===== src/rtl/fft_seq_pkg.sv =====
// rtl/fft_seq_pkg.sv - shared state encoding and parameter defaults for the FFT frame sequencer
package fft_seq_pkg;

    localparam int          FFT_LEN_DEFAULT  = 1024;
    localparam int          CNT_W_DEFAULT    = 10;
    localparam logic [15:0] CFG_WORD_DEFAULT = 16'h0001;

    typedef enum logic [2:0] {
        ST_IDLE   = 3'd0,
        ST_CONFIG = 3'd1,
        ST_LOAD   = 3'd2,
        ST_DRAIN  = 3'd3,
        ST_DONE   = 3'd4
    } seq_state_t;

endpackage


===== src/rtl/axis_reg_slice32.sv =====
// rtl/axis_reg_slice32.sv - single-stage register slice carrying 32-bit data, a bin index and last
module axis_reg_slice32 #(
    parameter int IDX_W = 10
) (
    input  logic             aclk,
    input  logic             aresetn,
    input  logic             clear,
    input  logic [31:0]      s_tdata,
    input  logic [IDX_W-1:0] s_index,
    input  logic             s_tlast,
    input  logic             s_tvalid,
    output logic             s_tready,
    output logic [31:0]      m_tdata,
    output logic [IDX_W-1:0] m_index,
    output logic             m_tlast,
    output logic             m_tvalid,
    input  logic             m_tready
);

    // Accept a new word whenever the slot is empty or is being emptied this cycle.
    assign s_tready = !m_tvalid || m_tready;

    // Capture on input handshake; payload only moves on capture so it holds under stall.
    always_ff @(posedge aclk or negedge aresetn) begin
        if (!aresetn) begin
            m_tvalid <= 1'b0;
            m_tdata  <= '0;
            m_index  <= '0;
            m_tlast  <= 1'b0;
        end else if (clear) begin
            m_tvalid <= 1'b0;
        end else if (s_tvalid && s_tready) begin
            m_tvalid <= 1'b1;
            m_tdata  <= s_tdata;
            m_index  <= s_index;
            m_tlast  <= s_tlast;
        end else if (m_tready) begin
            m_tvalid <= 1'b0;
        end
    end

endmodule


===== src/rtl/fft_frame_sequencer.sv =====
// rtl/fft_frame_sequencer.sv - sequences one FFT frame: config, sample load, indexed magnitude drain
module fft_frame_sequencer
    import fft_seq_pkg::*;
#(
    parameter int          FFT_LEN  = FFT_LEN_DEFAULT,
    parameter int          CNT_W    = CNT_W_DEFAULT,
    parameter logic [15:0] CFG_WORD = CFG_WORD_DEFAULT
) (
    input  logic             aclk,
    input  logic             aresetn,
    input  logic             start,
    input  logic             abort,
    output logic [15:0]      cfg_tdata,
    output logic             cfg_tvalid,
    input  logic             cfg_tready,
    input  logic [31:0]      src_tdata,
    input  logic             src_tvalid,
    output logic             src_tready,
    output logic [63:0]      fft_tdata,
    output logic             fft_tvalid,
    input  logic             fft_tready,
    output logic             fft_tlast,
    input  logic [31:0]      mag_tdata,
    input  logic             mag_tvalid,
    output logic             mag_tready,
    output logic [31:0]      bin_tdata,
    output logic [CNT_W-1:0] bin_index,
    output logic             bin_tvalid,
    input  logic             bin_tready,
    output logic             bin_tlast,
    output logic             busy,
    output logic             frame_done
);

    localparam logic [CNT_W-1:0] LAST_IDX = CNT_W'(FFT_LEN - 1);

    seq_state_t       state;
    seq_state_t       state_next;
    logic [CNT_W-1:0] in_cnt;
    logic [CNT_W-1:0] out_cnt;
    logic             mag_en;
    logic             slice_ready;
    logic             abort_act;
    logic             flush;
    logic             fft_hs;
    logic             mag_hs;
    logic             bin_last_hs;

    assign abort_act   = abort && (state != ST_IDLE);
    assign fft_hs      = fft_tvalid && fft_tready;
    assign mag_hs      = mag_tvalid && mag_tready;
    assign bin_last_hs = bin_tvalid && bin_tready && bin_tlast;
    assign mag_tready  = mag_en && slice_ready;
    // A word slipping in alongside the final bin handshake belongs to no frame, so DONE drops it too.
    assign flush       = abort_act || (state == ST_DONE);

    // State register.
    always_ff @(posedge aclk or negedge aresetn) begin
        if (!aresetn) begin
            state <= ST_IDLE;
        end else begin
            state <= state_next;
        end
    end

    // Next-state logic; abort overrides every other transition outside IDLE.
    always_comb begin
        state_next = state;
        if (abort_act) begin
            state_next = ST_IDLE;
        end else begin
            case (state)
                ST_IDLE:   if (start)                state_next = ST_CONFIG;
                ST_CONFIG: if (cfg_tready)           state_next = ST_LOAD;
                ST_LOAD:   if (fft_hs && fft_tlast)  state_next = ST_DRAIN;
                ST_DRAIN:  if (bin_last_hs)          state_next = ST_DONE;
                ST_DONE:                             state_next = ST_IDLE;
                default:                             state_next = ST_IDLE;
            endcase
        end
    end

    // Per-state outputs; LOAD is a zero-latency pass from the sample source to the FFT input.
    always_comb begin
        cfg_tvalid = 1'b0;
        cfg_tdata  = '0;
        src_tready = 1'b0;
        fft_tvalid = 1'b0;
        fft_tlast  = 1'b0;
        fft_tdata  = {32'h0, src_tdata};
        mag_en     = 1'b0;
        busy       = 1'b1;
        frame_done = 1'b0;
        case (state)
            ST_IDLE: begin
                busy = 1'b0;
            end
            ST_CONFIG: begin
                cfg_tvalid = 1'b1;
                cfg_tdata  = CFG_WORD;
            end
            ST_LOAD: begin
                src_tready = fft_tready;
                fft_tvalid = src_tvalid;
                fft_tlast  = (in_cnt == LAST_IDX);
                mag_en     = 1'b1;
            end
            ST_DRAIN: begin
                mag_en = 1'b1;
            end
            ST_DONE: begin
                frame_done = 1'b1;
            end
            default: begin
                busy = 1'b0;
            end
        endcase
    end

    // Sample and bin counters; both restart at the terminal index so a frame never wraps mid-way.
    always_ff @(posedge aclk or negedge aresetn) begin
        if (!aresetn) begin
            in_cnt  <= '0;
            out_cnt <= '0;
        end else if (flush) begin
            in_cnt  <= '0;
            out_cnt <= '0;
        end else begin
            if (fft_hs) begin
                in_cnt <= fft_tlast ? '0 : in_cnt + CNT_W'(1);
            end
            if (mag_hs) begin
                out_cnt <= (out_cnt == LAST_IDX) ? '0 : out_cnt + CNT_W'(1);
            end
        end
    end

    axis_reg_slice32 #(
        .IDX_W (CNT_W)
    ) u_bin_slice (
        .aclk     (aclk),
        .aresetn  (aresetn),
        .clear    (flush),
        .s_tdata  (mag_tdata),
        .s_index  (out_cnt),
        .s_tlast  (out_cnt == LAST_IDX),
        .s_tvalid (mag_tvalid && mag_en),
        .s_tready (slice_ready),
        .m_tdata  (bin_tdata),
        .m_index  (bin_index),
        .m_tlast  (bin_tlast),
        .m_tvalid (bin_tvalid),
        .m_tready (bin_tready)
    );

endmodule


===== config.mk =====
export PLATFORM = sky130hd
export DESIGN_NAME = fft_frame_sequencer
export DESIGN_NICKNAME = d
export VERILOG_FILES = /design/src/rtl/fft_seq_pkg.sv /design/src/rtl/axis_reg_slice32.sv /design/src/rtl/fft_frame_sequencer.sv
export SDC_FILE = /design/constraint.sdc
export NUM_CORES = 1
export LEC_CHECK = 0
export ABC_AREA = 1
export CAP_MARGIN = 20
export CORE_UTILIZATION = 42
export DETAILED_ROUTE_END_ITERATION = 8
export GPL_ROUTABILITY_DRIVEN = 0
export HOLD_SLACK_MARGIN = 0.15
export PLACE_DENSITY_LB_ADDON = 0.1
export SETUP_SLACK_MARGIN = 0.2
export SLEW_MARGIN = 20
export SYNTH_ARGS = -nofsm -noshare
export SYNTH_HDL_FRONTEND = slang
export SYNTH_SLANG_ARGS = --single-unit

===== constraint.sdc =====
create_clock -name aclk -period 2.5 [get_ports aclk]
set_input_delay 0.375 -clock aclk [delete_from_list [all_inputs] [get_ports aclk]]
set_output_delay 0.375 -clock aclk [all_outputs]
set_load 0.01 [all_outputs]

; Word-level counts from Yosys, hierarchy flattened
; Cells that the tools add are included.
[totals]
ff_bits = 67
in_bits = 73
out_inout_bits = 131
wordCells = 64
[classes]
add_sub_neg = 2
n_eq_ne = 10
n_mux = 23
bitwise_logic = 1
n_reduce_logical = 21
[ops]
columns = operator, count
row1 = 2-to-1 mux 10 bit, 6
row2 = adder 10 x 1 -> 10 bit (second input constant), 2
row3 = equality test 10 bit (second input constant), 2
row4 = 2-to-1 mux 3 bit, 5
row5 = != test 3 bit (second input constant), 4
row6 = one-hot mux 3 bit (4 select lines), 1
row7 = 2-to-1 mux 1 bit, 11
row8 = logical AND 1 bit, 9
row9 = equality test 3 x 2 -> 1 bit (second input constant), 2
row10 = nonzero test 3 bit, 2
row11 = AND reduction 4 bit, 1
row12 = nonzero test 2 bit, 2
row13 = OR reduction 4 bit, 1
row14 = equality test 3 x 1 -> 1 bit (second input constant), 1
row15 = equality test 3 bit (second input constant), 1
row16 = logical NOT 3 bit, 1
row17 = logical OR 1 bit, 2
row18 = AND reduction 2 bit, 1
row19 = OR reduction 2 bit, 1
row20 = logical NOT 1 bit, 1
row21 = inverter 1 bit, 1

; Longest topological paths before layout
; Gate-level depths: netlist (run 1).
[logic_depth]
word_depth = 7
mapped_depth = 12
ltp_nobuf = 12

; Hierarchy
; A second synthesis (run 1) with hierarchy kept.
[unflattened]
cells_unflattened = 487
hier_area_um2 = 3886.2
[modules_own_cells]
columns = module, instances, cells_per_inst, area_per_inst_um2, seq_area_each_um2
row1 = fft_frame_sequencer, 1, 296, 2113.3, 575.6
row2 = axis_reg_slice32, 1, 191, 1773.0, 1101.1

; Least setup slack after synthesis (run 1)
; Ideal clock, no wire load.
[synth_path]
path_kind = reg2reg
startpoint = reg in_cnt[0]
endpoint = reg state[0]
setup_ns = 0.117
arrival_time_ns = 1.482
t_required_ns = 2.383
slack_ns = 0.901
path_stages_with_launch = 13
path_buffers = 0
period_less_slack_ns = 1.599
path_cell_list = dfrtp_1 ha_1 nand2_1 nor2_2 nand2_1 nor2_2 nand2_1 nand2_1 nand2_1 nand2_1 nand2_1 nand2_1 nand2_1
[synth_between]
elab_chain_cells = 5
[synth_lines]
columns = element, line_no
row1 = start: declaration, fft_frame_sequencer.sv:39  ; logic [CNT_W-1:0] in_cnt;
row2 = start signal: assignment, fft_frame_sequencer.sv:130  ; in_cnt <= fft_tlast ? '0 : in_cnt + CNT_W'(1);
row3 = equality test 10 bit, fft_frame_sequencer.sv:105  ; fft_tlast = (in_cnt == LAST_IDX);
row4 = 2-to-1 mux 1 bit, fft_frame_sequencer.sv:94  ; case (state)
row5 = net fft_tlast, fft_frame_sequencer.sv:22  ; output logic fft_tlast,
row6 = logical AND 1 bit, fft_frame_sequencer.sv:75  ; ST_LOAD: if (fft_hs && fft_tlast) state_next = ST_DRAIN;
row7 = != test 3 bit (no line), --
row8 = AND reduction 4 bit (no line), --
row9 = end signal: assignment, fft_frame_sequencer.sv:62  ; state <= state_next;
row10 = end: declaration, fft_frame_sequencer.sv:37  ; seq_state_t state;
; The timed path passes the listed nets, and every way through them passes these cells.
; A chain may end at the register's enable or synchronous reset.

; Worst setup path after layout (run 1)
[layout_path]
startpoint = reg state[2]
endpoint = out fft_tvalid
[layout_between]
elab_chain_cells = 2
[layout_lines]
columns = element, line_no
row1 = equality test 3 x 2 -> 1 bit, fft_frame_sequencer.sv:94
row2 = 2-to-1 mux 1 bit, fft_frame_sequencer.sv:94
row3 = end: declaration, fft_frame_sequencer.sv:20  ; output logic fft_tvalid,
; Every way passes these cells.

==> run_results.csv, run 1 <==
group,metric,value,unit
run_status,status,"finished, final reports clean",
yosys,synth_seq_cells,67,
timing,worst_slew_pin_slew,0.647,ns
yosys,synth_mux_area_frac,0,
routing,vias_per_cell,4.49,
timing,timing.fmax,0.459,GHz
clock_tree,clock_latency,0.34,ns
clock_tree,htreeDepth,3,
yosys,yosysWarnings,0,
layout,diodes,0,
die,initial_core_util,0.437,
yosys,synth_top_area_cell,"dfrtp_1",
yosys,synth_fa_ha_area_frac,0.00690,
power,p_clk_frac,0.208,
timing,fin_tns_setup,0,ns
worst_setup_path,worstPathCellList,"nor2_2 > inv_1 > nor3_1 > clkdlybuf4s50_1",
layout,final_cells,621,
routing,antenna_left,0,
die,rows,33,
grt,grt_pass1_wl,12100,µm
layout,final_cell_mix,"147 x nand2_1, 90 x clkdlybuf4s50_1, 67 x dfrtp_1",
yosys,ys_seq_area_frac,0.462,
power,combinationalPowerShare,0.432,
clock_tree,numClockSinks,67,
clock_tree,clkTransAtPathRegs,0.07,ns
grt,grt_use_total,0.177,
yosys,synth_simple_gate_area_share,0.233,
power,p_per_area,1010,nW/µm²
clock_tree,cts_tree,"yes",
timing,clock_skew,0.00655,ns
yosys,synth_cell_types,29,
grt,grt_pass1_vias,2538,
timing,drv_slew,0,
flow_run,maxCapViolCount,0,
routing,drt_pass1_iterations,4,
yosys,netlist_instances,444,
layout,fillerInstances,788,
worst_setup_path,arrival,1.80,ns
power,leakage,0.00219,µW
timing,worst_slack,0.320,ns
timing,fin_crit,2.18,ns
die,dieHeight,94.9,µm
timing,setup_viol,0,
layout,syn2layout_area_growth,23.9,%
grt,overflow,0,
yosys,synth.avg_cell_area,8.17,µm²
worst_setup_path,cp-start-kind,"flop",
power,intPower,2900,µW
power,pwr-share-seq,0.360,
die,dieWidth,94.9,µm
layout,final_common_cell,"nand2_1",
placed_design,port_buffers,92,
min_path,min_path_type,"reg -> reg",
worst_setup_path,max_stage_delay,0.56,ns
clock_tree,ctsLongestPathBuffers,2,
timing,fin_crit_sh,0.872,
layout,fin_nets,586,
routing,drt_wl_total,7570,µm
yosys,netlist_area,3630,µm²
clock_tree,cts_buffers,9,
layout,drive_gt1_frac,0.0795,
routing,drc,0,
yosys,synth_top_family_by_area,"simple AND/OR/NAND/NOR gates",
worst_setup_path,cp_data_required_time,2.12,ns
die,design.core.area,8300,µm²
die,io_pins,204,
yosys,synth-xor-area-share,0.00483,
placed_design,dp_hpwl,5500,µm
worst_setup_path,cp_max_fo,5,
power,swShare,0.362,
yosys,netlist_top_cells_area,"dfrtp_1 46%, buf_4 17%, nand2_1 15%, o21ai_0 3.4%, inv_1 3.1%",
worst_setup_path,cp_slowest_cell,"clkdlybuf4s50_1",
grt,grt_max_degree,36,
power,ir_drop,0.442,mV
die,dieArea,9010,µm²
clock_tree,cts_root_buf,"clkbuf_8",
worst_setup_path,crit_path_end_kind,"output pin",
grt,antenna_found_initial,0,
timing,hold_viol,0,
yosys,synth-compound-area-share,0.0752,
placed_design,dp.cells,602,
timing,rsz0062_at_grt,"yes",
yosys,synth_top_area_frac,0.462,
routing,wl_per_cell,12.2,µm
placed_design,pre_cts_ws,0.157,ns
timing,slew_headroom,0.569,
routing,num_vias,2786,
routing,drt_iter0_markers,99,
power,power_switching,1650,µW
worst_setup_path,path_class,"reg -> out",
cell usage after synthesis:
cell / n
inv_2: 4
clkinv_2: 1
ha_1: 2
nor3b_1: 1
a31oi_1: 3
conb_1: 1
inv_1: 30
nand3_1: 12
nor2_2: 4
nor2_1: 21
o211ai_1: 3
o21ai_1: 2
nand3_2: 2
xor2_1: 2
nand3b_1: 1
buf_2: 5
a21oi_1: 7
o22ai_1: 6
buf_4: 84
nor2_4: 4
nand4_1: 1
nand2_1: 147
nor4_1: 1
nor3_1: 5
dfrtp_1: 67
nand2_4: 1
o21a_1: 1
o21ai_4: 1
o21ai_0: 25
power groups by stage:
stage | clock network [µW] | logic [µW] | registers, µW
2_1_floorplan | 0 | 1000 | 1760
3_3_place_gp | 0 | 1950 | 1650
3_5_place_dp | 0 | 1970 | 1640
4_1_cts | 977 | 1980 | 1640
5_1_grt | 1020 | 2210 | 1680
6_report | 946 | 1960 | 1630
flip-flops by register name, indices dropped and copies added, names as in the netlist:
| name | cells |
|---|---|
| u_bin_slice.m_index | 10 |
| in_cnt | 10 |
| u_bin_slice.m_tlast | 1 |
| u_bin_slice.m_tvalid | 1 |
| state | 3 |
| u_bin_slice.m_tdata | 32 |
| out_cnt | 10 |
cells by family after synthesis:
group,after synthesis
compound gates,48
xor+xnor,2
fa+ha+maj,2
buf+inv,124
flops,67
other cells,1
simple gates,200
worst max-delay path, delay by kind of cell, from the launching register on:
kind,cells,cell delay [ns]
DFF,1,0.46
and+or+nand+nor,2,0.36
buffers and inverters,2,0.66
layer usage:
metal  vias up  GRT usage  wire, µm
li1       1392          -         -
met1      1241      0.216      3190
met2       135      0.268      3440
met3        18     0.0789       792
met4         0     0.0783       150
met5         -          0         0
path summary, 6_finish.rpt:
kind,from,to,slack [ns],cells after the start
max in group asynchronous,aresetn,state[2],1.24,3
setup reg to reg,state[1],u_bin_slice.m_index[0],0.47,6
hold / removal,u_bin_slice.m_tdata[29],u_bin_slice.m_tdata[29],0.48,2
setup / recovery,state[2],fft_tvalid,0.32,4
hold reg to reg,u_bin_slice.m_tdata[29],u_bin_slice.m_tdata[29],0.48,2
min in group asynchronous,aresetn,u_bin_slice.m_tdata[19],0.60,2
through the flow:
| step | power, µW | util | hold WS [ns] | area (µm²) |
|---|---|---|---|---|
| 2_1_floorplan | 2760 | - | 0.0794 | 3800 |
| 3_3_place_gp | 3590 | 0.510 | 0.447 | 4240 |
| 3_5_place_dp | 3610 | 0.510 | 0.451 | 4240 |
| 4_1_cts | 4590 | 0.539 | 0.484 | 4470 |
| 5_1_grt | 4900 | 0.542 | 0.497 | 4500 |
| 6_report | 4540 | 0.542 | 0.479 | 4500 |
cell type report:
cell class | count | area [µm²] | area share
clock buffers | 12 | 165 | 0.0367
clock inverters | 4 | 47.5 | 0.0106
well taps | 105 | 131 | 0.0292
flip-flops and latches | 67 | 1680 | 0.373
inverters | 35 | 133 | 0.0295
multi-input cells | 299 | 1360 | 0.302
repair buffers | 99 | 986 | 0.219
what timing repair did:
action                                 CTS  global route
pin swaps                                0             1
setup endpoints to repair                4             2
hold buffers                             1             0
resized for setup                        3             2
setup buffers                            0             2
endpoints found under the hold margin   26             0
(Power assumes the default switching activity.)
==> run 2: changes to the inputs <==
Settings changed: CAP_MARGIN 20 to 5.
==> results of run 2 <==
No change in the layout: final DEF, timing and power equal those of run 1.
